**src/rtl/hdlc_rx_checker_sat_cnt.sv**
```systemverilog
// Saturating up-counter with variable increment and synchronous clear.
module hdlc_sat_cnt #(
  parameter int CNT_W = 16,
  parameter int INC_W = 1
) (
  input  logic             Clk,
  input  logic             Rst,
  input  logic             Clr,
  input  logic [INC_W-1:0] Inc,
  output logic [CNT_W-1:0] Cnt
);

  // One extra bit catches the wrap so the count can pin at all-ones
  logic [CNT_W:0] sum;
  assign sum = {1'b0, Cnt} + (CNT_W+1)'(Inc);

  // Clear wins over any increment in the same cycle
  always_ff @(posedge Clk or negedge Rst) begin
    if (!Rst)             Cnt <= '0;
    else if (Clr)         Cnt <= '0;
    else if (sum[CNT_W])  Cnt <= '1;
    else                  Cnt <= sum[CNT_W-1:0];
  end

endmodule

```
**config.mk**
```make
export PLATFORM = sky130hd
export DESIGN_NAME = hdlc_sat_cnt
export DESIGN_NICKNAME = d
export VERILOG_FILES = /design/src/rtl/hdlc_rx_checker_sat_cnt.sv
export SDC_FILE = /design/constraint.sdc
export NUM_CORES = 1
export LEC_CHECK = 0
export ABC_AREA = 0
export CAP_MARGIN = 20
export CORE_UTILIZATION = 28
export CTS_CLUSTER_SIZE = 12
export DETAILED_ROUTE_END_ITERATION = 6
export GPL_ROUTABILITY_DRIVEN = 0
export SYNTH_ARGS = -nofsm -noshare
export SYNTH_HDL_FRONTEND = slang
export SYNTH_SLANG_ARGS = --single-unit
```
**constraint.sdc**
```tcl
create_clock -name Clk -period 2.2 [get_ports Clk]
set_clock_uncertainty 0.05 [all_clocks]
set_input_delay 0.22 -clock Clk [delete_from_list [all_inputs] [get_ports Clk]]
set_output_delay 0.22 -clock Clk [all_outputs]
set_load 0.005 [all_outputs]
```
Word-level counts from Yosys, hierarchy flattened
Index checks and enable logic that the tools add are counted.

word-level totals
  flip-flop bits (word level) = 16
  bits of input ports = 4
  output and inout bits = 16
  word-level logic and storage cells = 4

cells by class
  add/sub/neg operators = 1
  multiplexer cells = 2

operators with widths
  kind             count
  $mux W16         2
  $add A16 B1 Y17  1

Logic depth before layout (Yosys ltp)
  word-level depth = 3
  mapped depth = 6
  depth with buffers taken out = 5

Least setup slack after synthesis
Ideal clock, no wire load.

  path type = register to register
  start point = register Cnt[0]
  end point = register Cnt[14]
  setup time = 0.130 ns
  arrival = 1.472 ns
  data required time = 2.020 ns
  slack = 0.548 ns
  stages on the path, launching flop included = 6
  path buffers = 0
  clock period less this slack = 1.652 ns
  cells stage by stage = dfrtp_1 ha_1 nand3_1 nor4_1 and4b_1 nor3_1

between the ends
  longest elaborated chain between the ends = 3

RTL lines
  element                 line  RTL
  start, declared         10    output logic [CNT_W-1:0] Cnt
  start signal, assigned  22    else Cnt <= sum[CNT_W-1:0];
  $add A16 B1 Y17         15    assign sum = {1'b0, Cnt} + (CNT_W+1)'(Inc);
  $mux W16                21    else if (sum[CNT_W]) Cnt <= '1;
  $mux W16                20    else if (Clr) Cnt <= '0;

No other way between the ends.

Worst setup path after layout
  start point = input port Inc
  end point = register Cnt[13]

between the ends
  longest elaborated chain between the ends = 3

RTL lines
  element          line  RTL
  start, declared  9     input logic [INC_W-1:0] Inc,
  $add A16 B1 Y17  15
  $mux W16         21
  $mux W16         20

No other way between the ends.

==> results.md <==
- Number of flip-flops in the largest register: 16
- Area delta synth->final: 33.2%
- Setup CP Type: input port to register
- GRT Total Usage: 0.112
- Hold Vio Cnt, Final: 0
- Total CTS buffers: 3
- Outcome: finished clean
- Unrepaired setup endpoints after global routing: no
- Maximum number of pins on one net before global-route repair: 17
- Std cell rows: 19
- Effective utilization at floorplan: 0.295
- Initial antenna violation count: 0
- Design Area, Final: between 0.001 and 0.0015 mm2
- Port-buffer cells: 19
- Yosys warning count: 0
- Post-synth top area share: 0.497
- Diodes inserted: 0
- Highest clock rate: 543 MHz
- Max-slew violation count: 0
- Longest Clk Path Bufs: 2
- Die Wd: about 56 um
- CP Launch Type: input port
- Gr ovfl total: 0
- Slew margin rel.: 0.543
- CP Capture Type: register
- Root buffer cell: clkbuf_4
- Hold WC Path Type: input port to async pin
- Clk_lat worst skew: between 200 and 300 ps
- WL/cell: 12.1 um
- Fin crit period: about 1800 ps
- Share of cells above drive strength 1: 0.0857
- Final nets: about 110
- EDFF count, synth: 0
- Register bit total from synthesis: 16
- Drt pass-1 iters: 4
- Via/cell ratio: approximately 5
- Vias in the first global route: approximately 660
- H-tree depth: 1
- DRT iter0 DRCs: 20
- Cells after synthesis: 83
- DIE HEIGHT: about 56 um
- Final wirelength: ~1.7 mm
- Synth unique cells: 30
- Max_cap viols: 0
- Pleak: around 0.0004 uW
- Synth top area cells: dfrtp_1, a21oi_1, xnor2_1
- CTS Hold Bufs: 0
- Cell taking the most area after synthesis: dfrtp_1
- # resized after CTS: 0
- # IOs: 20
- CP Data Arrival Time: 2000 ps
- Final setup violation count: 0
- Crit share post-route: 0.837
- Mapped Area: between 800 and 900 um2
- Placed Area: 0.00104 mm2
- Reg clk slew, reported paths: 100 ps
- First-pass GRT wire length: between 2 and 3 mm
- CP Max Fanout: 11
- # clock sinks: 16
- PwrDens: 495 mW/mm2
- Die ar.: 0.00310 mm2
- DR DRC count: 0
- Asr flop ratio synth: 1.00
- HPWL after DPL: between 1 and 1.5 mm
- Syn Nets: 89
- Post-CTS Setup Inserts: 0
- Most flops, register: Cnt
- Avg Synthesized Cell Area: ~9.7 um2
- Core area: 0.00273 mm2
- Post-route setup TNS: 0 ps
- Least-Margin Pin Slew: approximately 700 ps
- Sequential fraction of the synthesis area: 0.497
- Peak VDD IR: between 0.3 and 0.4 mV
- Via count: 685
- CTS tree: built
- Worst EP required: 2350 ps
- Post-route ant nets: 0
- Top Registers: Cnt x16
- Ys flop type: dfrtp_1
## layout by cell type, fill, tap and decap left out, types with 2 or more instances in the layout
cell and instances:
clkdlybuf4s50_1 19, dfrtp_1 16, a21oi_1 11, nand2_1 7, nand3_1 6, nor3_1 6, inv_1 4, nor2_1 4
xnor2_1 4, clkbuf_4 3, a31oi_1 2, xor2_1 2, ha_1 2, buf_4 2
## worst max-delay path: stages
cell	delay, ps
clkdlybuf4s50_1	500
ha_1	220
nand3_1	210
nor4_2	310
nand2_1	290
a31oi_1	250
## per-stage QoR
stage	hold WS (ps)	worst slack, ps	total power [uW]	utilization	cells
6_report	289	358	531	0.393	136
5_1_grt	353	200	554	0.393	136
4_1_cts	327	349	536	0.393	136
3_5_place_dp	490	75.4	344	0.379	132
3_3_place_gp	492	127	343	0.379	132
2_1_floorplan	-126	548	322	-	83
## area by class of cell
cell class                 count  area (um2)
fill                         268        1660
sequential                    16         400
multi-input combinational     60         378
timing repair buffer          21         205
tap                           31        38.8
clock buffer                   4        36.3
inverter                       4        15.0
## final timing paths
check	to	cells after the start	start	slack, ps
min in group Clk	Cnt[15]$_DFF_PN0_	2	Cnt[15]$_DFF_PN0_	510
hold reg to reg	Cnt[15]$_DFF_PN0_	2	Cnt[15]$_DFF_PN0_	510
setup / recovery	Cnt[13]$_DFF_PN0_	6	Inc	360
hold / removal	Cnt[3]$_DFF_PN0_	1	Rst	290
max in group asynchronous	Cnt[9]$_DFF_PN0_	1	Rst	1370
setup reg to reg	Cnt[13]$_DFF_PN0_	5	Cnt[0]$_DFF_PN0_	400
## logic make-up (layout without fill, tap and decap cells)
| kind of cell | after synthesis | after routing | synth area share |
|---|---|---|---|
| xor gates and xnor gates | 6 | 6 | 0.0652 |
| adders and majority gates | 2 | 2 | 0.0311 |
| buffers and inverters | 7 | 29 | 0.0341 |
| and+or+nand+nor | 33 | 33 | 0.233 |
| DFF | 16 | 16 | 0.497 |
| AOI/OAI and AO/OA | 19 | 19 | 0.140 |
## power breakdown
part / internal, uW / total (uW) / leakage, uW / switching, uW
combinational: 16.8 / 34.3 / 0.000167 / 17.5
sequential: 298 / 303 / 0.000222 / 5.68
clock: 101 / 194 / 0.0000210 / 93.1
total: 415 / 531 / 0.000410 / 116
## metal layers
layer  up-vias  share of wire  track usage
met3         0          0.048       0.0256
li1        339              -            -
met1       327           0.49        0.145
met2        19           0.46        0.181
met4         0              0       0.0429
met5         -              0            0
## cells in the mapped netlist, types with 2 or more instances
master / number
nand2_1: 7
xnor2_1: 4
ha_1: 2
inv_1: 4
dfrtp_1: 16
nor2_1: 4
a31oi_1: 2
nand3_1: 6
nor3_1: 6
xor2_1: 2
a21oi_1: 11
(Power assumes the default switching activity.)
